## src/rtl/network_params.sv

```systemverilog
// network_params: constants and types shared by the pooling scheduler slice.
//   pool_state_t      : scheduler FSM encoding (IDLE, ISSUE, DRAIN, DONE)
//   DEF_*             : default geometry and latency for the scheduler
//   nh_size / out_dim / cnt_w : helpers that derive neighborhood size,
//                       pooled-map dimensions and counter widths from the
//                       instance parameters
//   NUM_NH_LAYERS     : adder-tree depth macro; defaults to 2 when the build
//                       does not supply it
`ifndef NUM_NH_LAYERS
`define NUM_NH_LAYERS 2
`endif

package network_params;

  typedef enum logic [1:0] {
    ST_IDLE  = 2'd0,
    ST_ISSUE = 2'd1,
    ST_DRAIN = 2'd2,
    ST_DONE  = 2'd3
  } pool_state_t;

  localparam int DEF_FM_WIDTH      = 4;
  localparam int DEF_FM_HEIGHT     = 4;
  localparam int DEF_POOL_DIM      = 2;
  localparam int DEF_ADDR_BITWIDTH = 16;
  localparam int DEF_PIPE_LATENCY  = `NUM_NH_LAYERS;

  function automatic int nh_size(input int pool_dim);
    return pool_dim * pool_dim;
  endfunction

  function automatic int out_dim(input int fm_dim, input int pool_dim);
    return fm_dim / pool_dim;
  endfunction

  // Width able to hold 0..n-1; never narrower than one bit.
  function automatic int cnt_w(input int n);
    return (n <= 1) ? 1 : $clog2(n);
  endfunction

  localparam int NEIGHBORHOOD_SIZE = nh_size(DEF_POOL_DIM);
  localparam int DEF_OUT_WIDTH     = out_dim(DEF_FM_WIDTH, DEF_POOL_DIM);
  localparam int DEF_OUT_HEIGHT    = out_dim(DEF_FM_HEIGHT, DEF_POOL_DIM);

endpackage

```

## src/rtl/valid_delay.sv

```systemverilog
// valid_delay: fixed-depth valid shift register modelling the registered
// adder tree.
//   clock   : rising-edge clock
//   reset   : asynchronous active-low reset, clears every stage
//   in_vld  : token entering the tree
//   out_vld : token leaving the tree, DEPTH cycles after in_vld
//   pending : a token sits in a stage that has not yet reached the output
module valid_delay #(
  parameter int DEPTH = 2
) (
  input  logic clock,
  input  logic reset,
  input  logic in_vld,
  output logic out_vld,
  output logic pending
);

  if (DEPTH < 1) begin : g_bad_depth
    $error("valid_delay DEPTH must be at least 1");
  end

  logic [DEPTH-1:0] vld_sr;

  if (DEPTH == 1) begin : g_one
    always_ff @(posedge clock or negedge reset) begin
      if (!reset) vld_sr <= '0;
      else        vld_sr <= in_vld;
    end
    assign pending = 1'b0;
  end else begin : g_many
    always_ff @(posedge clock or negedge reset) begin
      if (!reset) vld_sr <= '0;
      else        vld_sr <= {vld_sr[DEPTH-2:0], in_vld};
    end
    // The output stage is excluded: that token completes this cycle.
    assign pending = |vld_sr[DEPTH-2:0];
  end

  assign out_vld = vld_sr[DEPTH-1];

endmodule

```

## src/rtl/pool_scheduler.sv

```systemverilog
// pool_scheduler: walks a feature map in non-overlapping POOL_DIM x POOL_DIM
// windows (raster order, row-major inside a window), issuing one read per
// cycle and tracking each completed neighborhood through the adder tree to
// its pooled-map write.
//   clock, reset   : rising-edge clock, asynchronous active-low reset
//   start          : begins a pass (ignored unless idle)
//   pause          : suppresses new reads; in-flight tokens keep draining
//   rd_en, rd_addr : feature-map read strobe / address
//   load_en        : returned element is shifted into the neighborhood reg
//   nh_valid       : neighborhood complete, consumed by the adder tree
//   out_wr_en, out_addr : pooled result write strobe / address
//   busy, done     : not idle / end-of-pass pulse
//   perf_cycles    : busy-cycle counter, present only when POOL_PERF_CNT_EN
//                    is defined; tied to 0 otherwise
module pool_scheduler
  import network_params::*;
#(
  parameter int FM_WIDTH      = DEF_FM_WIDTH,
  parameter int FM_HEIGHT     = DEF_FM_HEIGHT,
  parameter int POOL_DIM      = DEF_POOL_DIM,
  parameter int ADDR_BITWIDTH = DEF_ADDR_BITWIDTH,
  parameter int PIPE_LATENCY  = DEF_PIPE_LATENCY
) (
  input  logic                     clock,
  input  logic                     reset,
  input  logic                     start,
  input  logic                     pause,
  output logic                     rd_en,
  output logic [ADDR_BITWIDTH-1:0] rd_addr,
  output logic                     load_en,
  output logic                     nh_valid,
  output logic                     out_wr_en,
  output logic [ADDR_BITWIDTH-1:0] out_addr,
  output logic                     busy,
  output logic                     done,
  output logic [31:0]              perf_cycles
);

  localparam int NH_SIZE = nh_size(POOL_DIM);
  localparam int OUT_W   = out_dim(FM_WIDTH, POOL_DIM);
  localparam int OUT_H   = out_dim(FM_HEIGHT, POOL_DIM);
  localparam int NUM_OUT = OUT_W * OUT_H;
  localparam int PD_W    = cnt_w(POOL_DIM);
  localparam int WC_W    = cnt_w(OUT_W);
  localparam int WR_W    = cnt_w(OUT_H);
  localparam int OA_W    = cnt_w(NUM_OUT);

  if (FM_WIDTH % POOL_DIM != 0) begin : g_bad_w
    $error("FM_WIDTH must be a multiple of POOL_DIM");
  end
  if (FM_HEIGHT % POOL_DIM != 0) begin : g_bad_h
    $error("FM_HEIGHT must be a multiple of POOL_DIM");
  end
  if (NH_SIZE < 1) begin : g_bad_pool
    $error("POOL_DIM must be at least 1");
  end

  pool_state_t state, state_nxt;

  logic [PD_W-1:0] col_p0, row_p0;
  logic [WC_W-1:0] wcol_p0;
  logic [WR_W-1:0] wrow_p0;
  logic            start_acc, elem_last, pass_last, in_flight;
  logic            vld_p1, win_end_p1, vld_p2, pend_tail;
  logic [OA_W-1:0] oaddr;

  assign busy      = (state != ST_IDLE);
  assign done      = (state == ST_DONE);
  assign start_acc = (state == ST_IDLE) && start;
  assign rd_en     = (state == ST_ISSUE) && !pause;

  assign elem_last = (col_p0 == PD_W'(POOL_DIM - 1)) && (row_p0 == PD_W'(POOL_DIM - 1));
  assign pass_last = elem_last && (wcol_p0 == WC_W'(OUT_W - 1)) && (wrow_p0 == WR_W'(OUT_H - 1));
  assign in_flight = vld_p1 || vld_p2 || pend_tail;

  always_ff @(posedge clock or negedge reset) begin
    if (!reset) state <= ST_IDLE;
    else        state <= state_nxt;
  end

  always_comb begin
    state_nxt = state;
    unique case (state)
      ST_IDLE:  if (start) state_nxt = ST_ISSUE;
      ST_ISSUE: if (rd_en && pass_last) state_nxt = ST_DRAIN;
      ST_DRAIN: if (!in_flight) state_nxt = ST_DONE;
      ST_DONE:  state_nxt = ST_IDLE;
      default:  state_nxt = ST_IDLE;
    endcase
  end

  // Stage p0: window/element counters, advanced once per issued read
  always_ff @(posedge clock or negedge reset) begin
    if (!reset) begin
      col_p0  <= '0;
      row_p0  <= '0;
      wcol_p0 <= '0;
      wrow_p0 <= '0;
    end else if (start_acc) begin
      col_p0  <= '0;
      row_p0  <= '0;
      wcol_p0 <= '0;
      wrow_p0 <= '0;
    end else if (rd_en) begin
      if (col_p0 == PD_W'(POOL_DIM - 1)) begin
        col_p0 <= '0;
        if (row_p0 == PD_W'(POOL_DIM - 1)) begin
          row_p0 <= '0;
          if (wcol_p0 == WC_W'(OUT_W - 1)) begin
            wcol_p0 <= '0;
            if (wrow_p0 == WR_W'(OUT_H - 1)) wrow_p0 <= '0;
            else                             wrow_p0 <= wrow_p0 + 1'b1;
          end else begin
            wcol_p0 <= wcol_p0 + 1'b1;
          end
        end else begin
          row_p0 <= row_p0 + 1'b1;
        end
      end else begin
        col_p0 <= col_p0 + 1'b1;
      end
    end
  end

  assign rd_addr = (ADDR_BITWIDTH'(wrow_p0) * ADDR_BITWIDTH'(POOL_DIM) + ADDR_BITWIDTH'(row_p0))
                   * ADDR_BITWIDTH'(FM_WIDTH)
                 + ADDR_BITWIDTH'(wcol_p0) * ADDR_BITWIDTH'(POOL_DIM) + ADDR_BITWIDTH'(col_p0);

  // Stage p1: memory returns data (load_en); p2: neighborhood complete
  always_ff @(posedge clock or negedge reset) begin
    if (!reset) begin
      vld_p1     <= 1'b0;
      win_end_p1 <= 1'b0;
      vld_p2     <= 1'b0;
    end else begin
      vld_p1     <= rd_en;
      win_end_p1 <= rd_en && elem_last;
      vld_p2     <= win_end_p1;
    end
  end

  assign load_en  = vld_p1;
  assign nh_valid = vld_p2;

  // Stage p3..: adder tree; its output valid is the write strobe
  valid_delay #(
    .DEPTH (PIPE_LATENCY)
  ) u_valid_delay (
    .clock   (clock),
    .reset   (reset),
    .in_vld  (vld_p2),
    .out_vld (out_wr_en),
    .pending (pend_tail)
  );

  // Pooled-map address saturates at the last output so it never wraps mid-pass.
  always_ff @(posedge clock or negedge reset) begin
    if (!reset)                                        oaddr <= '0;
    else if (start_acc)                                oaddr <= '0;
    else if (out_wr_en && oaddr != OA_W'(NUM_OUT - 1)) oaddr <= oaddr + 1'b1;
  end

  assign out_addr = ADDR_BITWIDTH'(oaddr);

`ifdef POOL_PERF_CNT_EN
  logic [31:0] perf_q;

  always_ff @(posedge clock or negedge reset) begin
    if (!reset)         perf_q <= '0;
    else if (start_acc) perf_q <= '0;
    else if (busy)      perf_q <= perf_q + 32'd1;
  end

  assign perf_cycles = perf_q;
`else
  assign perf_cycles = '0;
`endif

endmodule

```

## config.mk

```make
export PLATFORM = sky130hd
export DESIGN_NAME = pool_scheduler
export DESIGN_NICKNAME = d
export VERILOG_FILES = /design/src/rtl/network_params.sv /design/src/rtl/valid_delay.sv /design/src/rtl/pool_scheduler.sv
export SDC_FILE = /design/constraint.sdc
export NUM_CORES = 1
export LEC_CHECK = 0
export ABC_AREA = 1
export CAP_MARGIN = 20
export CORE_ASPECT_RATIO = 0.5
export CORE_UTILIZATION = 32
export CTS_CLUSTER_SIZE = 16
export DETAILED_ROUTE_END_ITERATION = 10
export HOLD_SLACK_MARGIN = 0.02
export PLACE_DENSITY = 0.77
export SYNTH_ARGS = -nofsm -noshare
export SYNTH_HDL_FRONTEND = slang
export SYNTH_SLANG_ARGS = --single-unit
```

## constraint.sdc

```tcl
create_clock -name clock -period 1.2 [get_ports clock]
set_input_delay 0.12 -clock clock [delete_from_list [all_inputs] [get_ports clock]]
set_output_delay 0.12 -clock clock [all_outputs]
set_load 0.1 [all_outputs]
```

==> Yosys cells after proc, flatten, opt, wreduce, memory -nomap -nowiden <==
Index checks and enable logic that the tools add are counted.
{ "classes": {"add_sub_neg": 8, "muxes": 24, "reduce_logical": 22, "eq_ne": 7} }
{ "ops": {"columns": ["op", "n"], "rows": [
  ["1-bit two-way mux", 18],
  ["2-bit nonzero test", 6],
  ["2-bit two-way mux", 5],
  ["1-bit logical AND", 8],
  ["2-bit one-hot mux with 4 select lines", 1],
  ["6-bit by 1-bit adder with 7-bit output", 1],
  ["5-bit by 2-bit adder with 6-bit output", 1],
  ["2-bit != test (second input constant)", 3],
  ["3-bit AND reduction", 2],
  ["1-bit adder (second input constant)", 4],
  ["2-bit == test (second input constant)", 2],
  ["4-bit AND reduction", 1],
  ["2-bit by 1-bit adder with 3-bit output", 1],
  ["2-bit by 1-bit adder with 2-bit output (second input constant)", 1],
  ["2-bit by 1-bit == test with 1-bit output (second input constant)", 1],
  ["2-bit zero test", 1],
  ["1-bit logical OR", 2],
  ["2-bit by 1-bit != test with 1-bit output (second input constant)", 1],
  ["2-bit AND reduction", 1],
  ["1-bit zero test", 1]
]} }
{ "totals": {"ff_bits": 13, "output_inout_bits": 70, "in_bits": 4, "elab_cells": 71} }

==> Depth between registers and ports, before layout <==
Gate-level depths: netlist of run 1.
{ "depth": {"ltp_word": 7, "mapped_depth": 9} }

==> Cells and area by module <==
Synthesis of run 1 repeated with hierarchy kept, for this count alone.
{ "unflattened": {"hier_cells": 131, "area_unflattened_um2": 1102.3} }
{ "modules_own_cells": {"columns": ["mod", "cells_each", "area_per_inst_um2", "n_inst", "seq_area_each_um2"], "rows": [
  ["pool_scheduler", 129, 1052.3, 1, 275.3],
  ["valid_delay", 2, 50.0, 1, 50.0]
]} }

==> Worst setup path after synthesis of run 1 <==
Ideal clock, no wire load.
{ "synth_timing": {"path_type": "reg2reg", "from": "reg state[0]", "to": "reg state[0]", "t_arrival_ns": 1.706, "path_buffers": 0, "setup_slack_ns": -0.623, "path_stages_with_launch": 9, "setup_ns": 0.117, "period_less_slack_ns": 1.823, "required_ns": 1.083, "cell_sequence": "dfrtp_1 > inv_1 > ha_1 > inv_1 > nor2_1 > a21oi_1 > nand2_1 > nand2_1 > nand2_1"} }
{ "synth_between": {"elab_chain_cells": 5, "elab_cells_between_ends": 11, "classes_between": "6 x eq/ne; 1 x mux; 4 x reduce/logical"} }
{ "synth_rtl": {"columns": ["item", "line_no", "rtl"], "rows": [
  ["start, declared", "pool_scheduler.sv:58", "pool_state_t state, state_nxt;"],
  ["start signal, assigned", "pool_scheduler.sv:78", "else state <= state_nxt;"],
  ["2-bit by 1-bit == test with 1-bit output", "pool_scheduler.sv:70, pool_scheduler.sv:83", null],
  ["1-bit logical AND", "pool_scheduler.sv:70", "assign rd_en = (state == ST_ISSUE) && !pause;"],
  ["1-bit logical AND", "pool_scheduler.sv:85", "ST_ISSUE: if (rd_en && pass_last) state_nxt = ST_DRAIN;"],
  ["2-bit by 1-bit != test with 1-bit output (no source line)", null, null],
  ["3-bit AND reduction (no source line)", null, null]
]} }
Parallel ways exist; a longest one is shown, timed or not.
A chain may end at the register's enable or synchronous reset.

==> Final worst setup path of run 1 <==
{ "layout_timing": {"from": "reg state[1]", "to": "out rd_en"} }
{ "layout_between": {"elab_chain_cells": 2} }
{ "layout_rtl": {"columns": ["item", "line_no", "rtl"], "rows": [
  ["2-bit by 1-bit == test with 1-bit output", "pool_scheduler.sv:70", null],
  ["1-bit logical AND", "pool_scheduler.sv:70", null],
  ["end, declared", "pool_scheduler.sv:28", "output logic rd_en,"]
]} }
No other way between the ends.

==> results of run 1 <==
[worst max-delay path, stage by stage, from the launching register on]
cell and delay (ns):
dfrtp_1 0.39, inv_2 0.12, ha_4 0.14, inv_2 0.04
nor2_4 0.10, buf_6 0.12, buf_12 0.16
[cells by family after synthesis]
logic type | synth area share (%)
flip-flops | 30.0
other | 0.345
AND/OR/NAND/NOR | 12.7
AO/OA/AOI/OAI | 3.11
adder cells (fa/ha/maj) | 6.91
buffers and inverters | 47.0
[final cells by class]
cell class	count	area [um2]	area share, %
Multi-Input combinational cell	101	581	39.6
Inverter	12	48.8	3.32
Clock buffer	4	45.0	3.07
Sequential cell	13	334	22.8
Tap cell	40	50.0	3.41
Timing Repair Buffer	31	409	27.9
[metal layers]
| metal | vias to the layer above | wire (um) | track usage, % |
|---|---|---|---|
| li1 | 337 | - | - |
| met1 | 338 | 589 | 8.28 |
| met2 | 41 | 1100 | 19.7 |
| met3 | 4 | 122 | 3.50 |
| met4 | 0 | 27 | 4.07 |
| met5 | - | 0 | 0 |
[cell usage after synthesis (all sizes together)]
library cell | number | share of area [%]
dfrtp | 13 | 30
or2 | 1 | 0.58
conb | 1 | 0.35
buf | 62 | 43
a31oi | 1 | 0.58
o21a | 1 | 0.69
o21ai | 1 | 0.46
inv | 12 | 4.1
nor2 | 7 | 3.1
ha | 6 | 6.9
a21oi | 3 | 1.4
nand3 | 5 | 2.8
nand2 | 18 | 6.2
[what timing repair did]
| action | CTS | global route |
|---|---|---|
| cloned | 0 | 0 |
| buffers inserted | 4 | 5 |
| pin swaps | 6 | 5 |
| hold buffers | 0 | 0 |
| endpoints found under the hold margin | 0 | 0 |
| gates resized for setup | 14 | 11 |
| setup endpoints to repair | 11 | 11 |
[path summary, 6_finish.rpt]
kind,end,slack (ns),cells past startpoint
max,rd_en,-0.23,6
max reg2reg,col_p0$_DFFE_PN0P_,-0.21,10
max in group asynchronous,oaddr[1]$_DFFE_PN0P_,0.82,2
min,col_p0$_DFFE_PN0P_,0.20,2
min reg2reg,nh_valid$_DFF_PN0_,0.35,0
min in group clock,nh_valid$_DFF_PN0_,0.35,0
[metrics by stage]
| step | util [%] | cells |
|---|---|---|
| after floorplan | - | 188 |
| after global placement | 40.3 | 189 |
| after detailed placement | 40.3 | 189 |
| after CTS | 44.5 | 197 |
| after global routing | 47.1 | 201 |
| final | 47.1 | 201 |
==> flow_metrics.env, run 1 <==
export IMPL_diodes=0
export IMPL_fin_skew_ns=0.00122
export IMPL_die_w_um=84.4
export IMPL_maxSlewViolCount=0
export IMPL_whs_ns=0.197
export IMPL_timing_rr_start="state[0]$_DFFE_PN0P_"
export IMPL_die_h_um=43.2
export IMPL_worstSetupPathType="register to output port"
export IMPL_die_area_um2=3650
export IMPL_required_ns=1.08
export IMPL_grt_pass1_vias=594
export IMPL_grt_overflow=0
export IMPL_synthesis_area_um2=1090
export IMPL_syn_inst=131
export IMPL_crit_path_max_fanout=3
export IMPL_clk_latency_ns=0.24
export IMPL_first_pass_iters=10
export IMPL_start_util_pct=34.8
export IMPL_yosys_warnings=0
export IMPL_syn_to_final_growth_pct=35.1
export IMPL_status="finished with violations"
export IMPL_ys_ff_latch=13
export IMPL_rows=14
export IMPL_via_per_inst=3.58
export IMPL_path_clk_slew_ns=0.05
export IMPL_drive_gt1_share_pct=34.8
export IMPL_final_common_cell="conb_1"
export IMPL_layout_common_cells="conb_1 (58), nand2_1 (12), buf_12 (12)"
export IMPL_drt_iter0_markers=20
export IMPL_pin_count=74
export IMPL_antenna_found_initial=0
export IMPL_top_regs="oaddr (2), state (2), u_valid_delay.vld_sr (2)"
export IMPL_period_share_pct=120
export IMPL_setup_viol=10
export IMPL_avgSynthCellArea_um2=8.29
export IMPL_fmax_mhz=697
export IMPL_final_cell_area_um2=1470
export IMPL_endpoint_kind="output port"
export IMPL_totalWireLength_mm=1.84
export IMPL_fin_setup_tns_ns=-1.41
export IMPL_yosysUniqueCellTypes=15
export IMPL_maxCapViolations=0
export IMPL_n_fill_cell=280
export IMPL_period_minus_slack_ns=1.43
export IMPL_violations="design-rule violations, negative setup slack"
export IMPL_grt_usage_pct=9.44
export IMPL_rsz0062_at_grt="true"
export IMPL_cts_sinks=13
export IMPL_critPathLaunchType="register"
export IMPL_ant_nets=0
export IMPL_h_tree_depth=1
export IMPL_crit_start="state[1]$_DFFE_PN0P_"
export IMPL_arrival_ns=1.31
export IMPL_final_hold_violation_count=0
export IMPL_cts_tree="yes"
export IMPL_place_ws_ns=-0.168
export IMPL_drc=3
export IMPL_dp_hpwl_mm=1.30
export IMPL_grt_max_degree=14
export IMPL_vias=720
export IMPL_cts_buffers=3
export IMPL_worst_hold_path_type="input pin to async pin"
export IMPL_placed_cell_area_um2=1260
export IMPL_grt_pass1_wl_mm=2.55
export IMPL_place_congestion=0.760
export IMPL_fin_nets=172
export IMPL_io_buffers=15
export IMPL_cts_root_buf="clkbuf_8"
export IMPL_clockBufferDepth=2
export IMPL_seq_area_frac_synth_pct=30.0
export IMPL_core_um2=3120
export IMPL_wl_per_cell_um=9.13
export IMPL_setup_ws_ns=-0.234
Power of run 1 is not shown: default switching activity piles up to over one toggle a cycle in this logic, so the estimate is an artifact.
==> run 2, diff against run 1 <==
--- a/config.mk
+++ b/config.mk
@@ -8,11 +8,11 @@
 export ABC_AREA = 1
 export CAP_MARGIN = 20
 export CORE_ASPECT_RATIO = 0.5
-export CORE_UTILIZATION = 32
+export CORE_UTILIZATION = 35
 export CTS_CLUSTER_SIZE = 16
 export DETAILED_ROUTE_END_ITERATION = 10
 export HOLD_SLACK_MARGIN = 0.02
-export PLACE_DENSITY = 0.77
+export PLACE_DENSITY = 0.8
 export SYNTH_ARGS = -nofsm -noshare
 export SYNTH_HDL_FRONTEND = slang
 export SYNTH_SLANG_ARGS = --single-unit
==> constraint.sdc (replaced) <==
create_clock -name clock -period 1.6 [get_ports clock]
set_input_delay 0.16 -clock clock [delete_from_list [all_inputs] [get_ports clock]]
set_output_delay 0.16 -clock clock [all_outputs]
set_load 0.1 [all_outputs]
==> flow_metrics.env, run 2 (synthesis gave the netlist of run 1 again) <==
export IMPL_status="finished clean"
export IMPL_path_clk_slew_ns=0.06
export IMPL_multi_input_area_um2=479
export IMPL_setup_ws_ns=0.0902
export IMPL_ant_nets=0
export IMPL_crit_path_max_fanout=4
export IMPL_vias=636
export IMPL_reg2reg_slack_ns=0.09
export IMPL_final_hold_violation_count=0
export IMPL_maxSlewViolCount=0
export IMPL_grt_overflow=0
export IMPL_period_share_pct=94.4
export IMPL_fin_cells=182
export IMPL_cts_root_buf="clkbuf_8"
export IMPL_drive_gt1_share_pct=17.2
export IMPL_layout_common_cells="conb_1 (58), nand2_1 (17), buf_12 (12)"
export IMPL_fmax_mhz=662
export IMPL_drt_iter0_markers=26
export IMPL_dp_cells=178
export IMPL_drc=0
export IMPL_grt_pass1_vias=481
export IMPL_period_minus_slack_ns=1.51
export IMPL_antenna_found_initial=0
export IMPL_grt_max_degree=14
export IMPL_timing_rr_start="state[0]$_DFFE_PN0P_"
export IMPL_required_ns=1.73
export IMPL_arrival_ns=1.64
export IMPL_die_area_um2=3340
export IMPL_place_ws_ns=0.100
export IMPL_post_cts_resized=0
export IMPL_die_w_um=80.8
export IMPL_maxCapViolations=0
export IMPL_clockBufferDepth=2
export IMPL_setup_viol=0
export IMPL_ctsHoldBuffers=0
export IMPL_core_um2=2770
export IMPL_clk_latency_ns=0.24
export IMPL_via_per_inst=3.49
export IMPL_cts_tree="yes"
export IMPL_postCtsSetupBuffers=0
export IMPL_critPathLaunchType="register"
export IMPL_worstMarginPinSlew_ns=0.594
export IMPL_fin_nets=156
export IMPL_place_congestion=0.699
export IMPL_pin_count=74
export IMPL_fin_skew_ns=0.00215
export IMPL_worst_hold_path_type="input pin to async pin"
export IMPL_crit_start="state[0]$_DFFE_PN0P_"
export IMPL_die_h_um=41.4
export IMPL_seq_area_um2=328
export IMPL_grt_usage_pct=9.48
export IMPL_io_buffers=15
export IMPL_fin_setup_tns_ns=0
export IMPL_r2r_end="state[1]$_DFFE_PN0P_"
export IMPL_final_common_cell="conb_1"
export IMPL_wl_per_cell_um=8.02
export IMPL_cp_endpoint="state[1]$_DFFE_PN0P_"
export IMPL_maxSlewHeadroom_pct=60.3
export IMPL_diodes=0
export IMPL_endpoint_kind="register"
export IMPL_utilization_pct=44.0
export IMPL_h_tree_depth=1
export IMPL_rows=13
export IMPL_cts_sinks=13
export IMPL_top_regs="oaddr (2), state (2), u_valid_delay.vld_sr (2)"
export IMPL_worstSetupPathType="register to register"
export IMPL_r2r_cells=8
export IMPL_totalWireLength_mm=1.46
export IMPL_dp_hpwl_mm=1.23
export IMPL_first_pass_iters=4
export IMPL_cts_buffers=3
export IMPL_syn_to_final_growth_pct=12.1
export IMPL_grt_pass1_wl_mm=2.16
export IMPL_rsz0062_at_grt="false"
export IMPL_start_util_pct=39.3
export IMPL_n_fill_cell=263
## run 2: cell count changes in the layout (fill, tap and decap cells not counted), sizes merged
cell  before  now
buf       28   12
## run 2: metrics by stage
| stage | hold WS [ns] | area, um2 |
|---|---|---|
| 5_1_grt | 0.331 | 1220 |
| 4_1_cts | 0.310 | 1220 |
| 3_5_place_dp | 0.343 | 1170 |
| 3_3_place_gp | 0.338 | 1170 |
| 2_1_floorplan | -0.136 | 1320 |
| 6_report | 0.294 | 1220 |
## run 2: worst max-delay path, cell delays in order (launching register included)
cell and delay (ns):
dfrtp_1 0.43, inv_1 0.11, ha_1 0.25, clkinvlp_4 0.10
nor2_1 0.04, a21oi_1 0.22, nand2_1 0.11, nand2_1 0.08
nand2_1 0.06
## run 2: layout make-up
cell class	instances	share of cell area, %
Sequential cell	13	26.9
Clock buffer	4	3.70
Timing Repair Buffer	15	22.2
Multi-Input combinational cell	101	39.4
Inverter	12	4.01
Tap cell	37	3.80
## run 2: how the worst min path moves through the flow
| stage | cells after the start | endpoint | slack, ns |
|---|---|---|---|
| 4_1_cts | 1 | load_en$_DFF_PN0_ | 0.31 |
| 3_5_place_dp | 0 | nh_valid$_DFF_PN0_ | 0.34 |
| 2_1_floorplan | 0 | col_p0$_DFFE_PN0P_ | -0.14 |
| 6_report | 1 | load_en$_DFF_PN0_ | 0.29 |
| 3_3_place_gp | 0 | nh_valid$_DFF_PN0_ | 0.34 |
| 5_1_grt | 1 | u_valid_delay.vld_sr[1]$_DFF_PN0_ | 0.33 |
## run 2: layer usage
layer | vias up | wire length, um | global-route usage, % | share of wire, %
met5 | - | 0 | 0 | 0
met4 | 0 | 0 | 4.02 | 0
met3 | 0 | 127 | 3.91 | 8.7
met2 | 46 | 824 | 19.5 | 56
met1 | 286 | 508 | 8.98 | 35
li1 | 304 | - | - | -
Power of run 2 is left out for the same reason.
==> run 3, diff against run 2 <==
--- a/config.mk
+++ b/config.mk
@@ -12,7 +12,7 @@
 export CTS_CLUSTER_SIZE = 16
 export DETAILED_ROUTE_END_ITERATION = 10
 export HOLD_SLACK_MARGIN = 0.02
-export PLACE_DENSITY = 0.8
+export PLACE_DENSITY = 0.78
 export SYNTH_ARGS = -nofsm -noshare
 export SYNTH_HDL_FRONTEND = slang
 export SYNTH_SLANG_ARGS = --single-unit
==> flow_metrics.env, run 3 (synthesis gave the netlist of run 1 again) <==
export IMPL_fmax_mhz=659
export IMPL_crit_path_max_fanout=6
export IMPL_vias=633
export IMPL_die_area_um2=3340
export IMPL_first_pass_iters=4
export IMPL_grt_max_degree=14
export IMPL_maxSlewViolCount=0
export IMPL_die_w_um=80.8
export IMPL_core_um2=2770
export IMPL_layout_common_cells="conb_1 (58), nand2_1 (17), buf_12 (12)"
export IMPL_cts_root_buf="clkbuf_8"
export IMPL_die_h_um=41.4
export IMPL_path_clk_slew_ns=0.06
export IMPL_fin_setup_tns_ns=0
export IMPL_drc=0
export IMPL_drt_iter0_markers=31
export IMPL_period_share_pct=94.9
export IMPL_top_regs="oaddr (2), state (2), u_valid_delay.vld_sr (2)"
export IMPL_wl_per_cell_um=7.48
export IMPL_required_ns=1.44
export IMPL_cts_buffers=3
export IMPL_h_tree_depth=1
export IMPL_start_util_pct=39.3
export IMPL_postCtsSetupBuffers=0
export IMPL_via_per_inst=3.48
export IMPL_grt_pass1_vias=447
export IMPL_maxSlewHeadroom_pct=61.9
export IMPL_place_congestion=0.708
export IMPL_crit_path_max_incr_delay_ns=0.42
export IMPL_fin_cells=182
export IMPL_crit_buf_inv=3
export IMPL_final_common_cell="conb_1"
export IMPL_period_minus_slack_ns=1.52
export IMPL_drive_gt1_share_pct=17.2
export IMPL_fin_nets=156
export IMPL_ant_nets=0
export IMPL_cp_slowest_cell="dfrtp_1"
export IMPL_syn_to_final_growth_pct=12.1
export IMPL_dp_cells=178
export IMPL_critPathLaunchType="register"
export IMPL_n_fill_cell=266
export IMPL_totalWireLength_mm=1.36
export IMPL_rows=13
export IMPL_crit_top_cell="inv_2"
export IMPL_dp_hpwl_mm=1.15
export IMPL_worstSetupPathType="register to output port"
export IMPL_grt_overflow=0
export IMPL_worst_hold_path_type="input pin to async pin"
export IMPL_grt_usage_pct=8.22
export IMPL_crit_chain="inv_2 > ha_4 > inv_2 > nor2_4 > buf_12"
export IMPL_ctsHoldBuffers=0
export IMPL_maxCapViolations=0
export IMPL_status="finished clean"
export IMPL_utilization_pct=44.0
export IMPL_setup_viol=0
export IMPL_rsz0062_at_grt="false"
export IMPL_clk_latency_ns=0.24
export IMPL_post_cts_resized=0
export IMPL_grt_pass1_wl_mm=1.93
export IMPL_diodes=0
export IMPL_final_hold_violation_count=0
export IMPL_fin_skew_ns=0.00944
export IMPL_antenna_found_initial=0
export IMPL_cts_sinks=13
export IMPL_io_buffers=15
export IMPL_endpoint_kind="output port"
export IMPL_worstMarginPinSlew_ns=0.570
export IMPL_clockBufferDepth=2
export IMPL_pin_count=74
export IMPL_arrival_ns=1.36
export IMPL_cpLargestDelayFamily="flip-flops"
export IMPL_cts_tree="yes"
run 3: final cells by class:
| class | instances | area, um2 | share of cell area [%] |
|---|---|---|---|
| multi-input cells | 101 | 479 | 39.4 |
| well taps | 37 | 46.3 | 3.80 |
| clock buffers | 4 | 45.0 | 3.70 |
| repair buffers | 15 | 270 | 22.2 |
| inverters | 12 | 48.8 | 4.01 |
| flip-flops and latches | 13 | 328 | 26.9 |
run 3: through the flow:
stage | setup slack, ns | area [um2] | hold WS (ns)
floorplan | -0.137 | 1320 | -0.136
global placement | 0.194 | 1170 | 0.343
detailed placement | 0.142 | 1170 | 0.347
CTS | 0.0761 | 1220 | 0.313
global route | 0.0136 | 1220 | 0.336
finish | 0.0817 | 1220 | 0.282
run 3: final timing paths:
path / cells after the start / endpoint / from / slack, ns
worst max-delay path: 5 / rd_en / state[1]$_DFFE_PN0P_ / 0.08
worst min-delay path: 1 / load_en$_DFF_PN0_ / reset / 0.28
worst max register to register: 8 / state[0]$_DFFE_PN0P_ / state[0]$_DFFE_PN0P_ / 0.13
worst min register to register: 0 / nh_valid$_DFF_PN0_ / win_end_p1$_DFF_PN0_ / 0.35
max in group asynchronous: 1 / oaddr[1]$_DFFE_PN0P_ / reset / 0.90
min in group clock: 0 / nh_valid$_DFF_PN0_ / win_end_p1$_DFF_PN0_ / 0.35
run 3: worst register-to-register path, delay by kind of cell, from the launching register on:
| kind | cells | cell delay [ns] |
|---|---|---|
| DFF | 1 | 0.44 |
| adders and majority gates | 1 | 0.25 |
| buffers and inverters | 2 | 0.21 |
| AOI/OAI and AO/OA | 1 | 0.19 |
| and+or+nand+nor | 4 | 0.26 |
run 3: layer usage:
metal  vias to the layer above  GRT usage, %  routed length, um
met2                        48          16.3                719
met4                         0          2.68                  0
met3                         0          3.26                126
met1                       281          8.47                516
met5                         -             0                  0
li1                        304             -                  -
Power of run 3 is left out for the same reason.
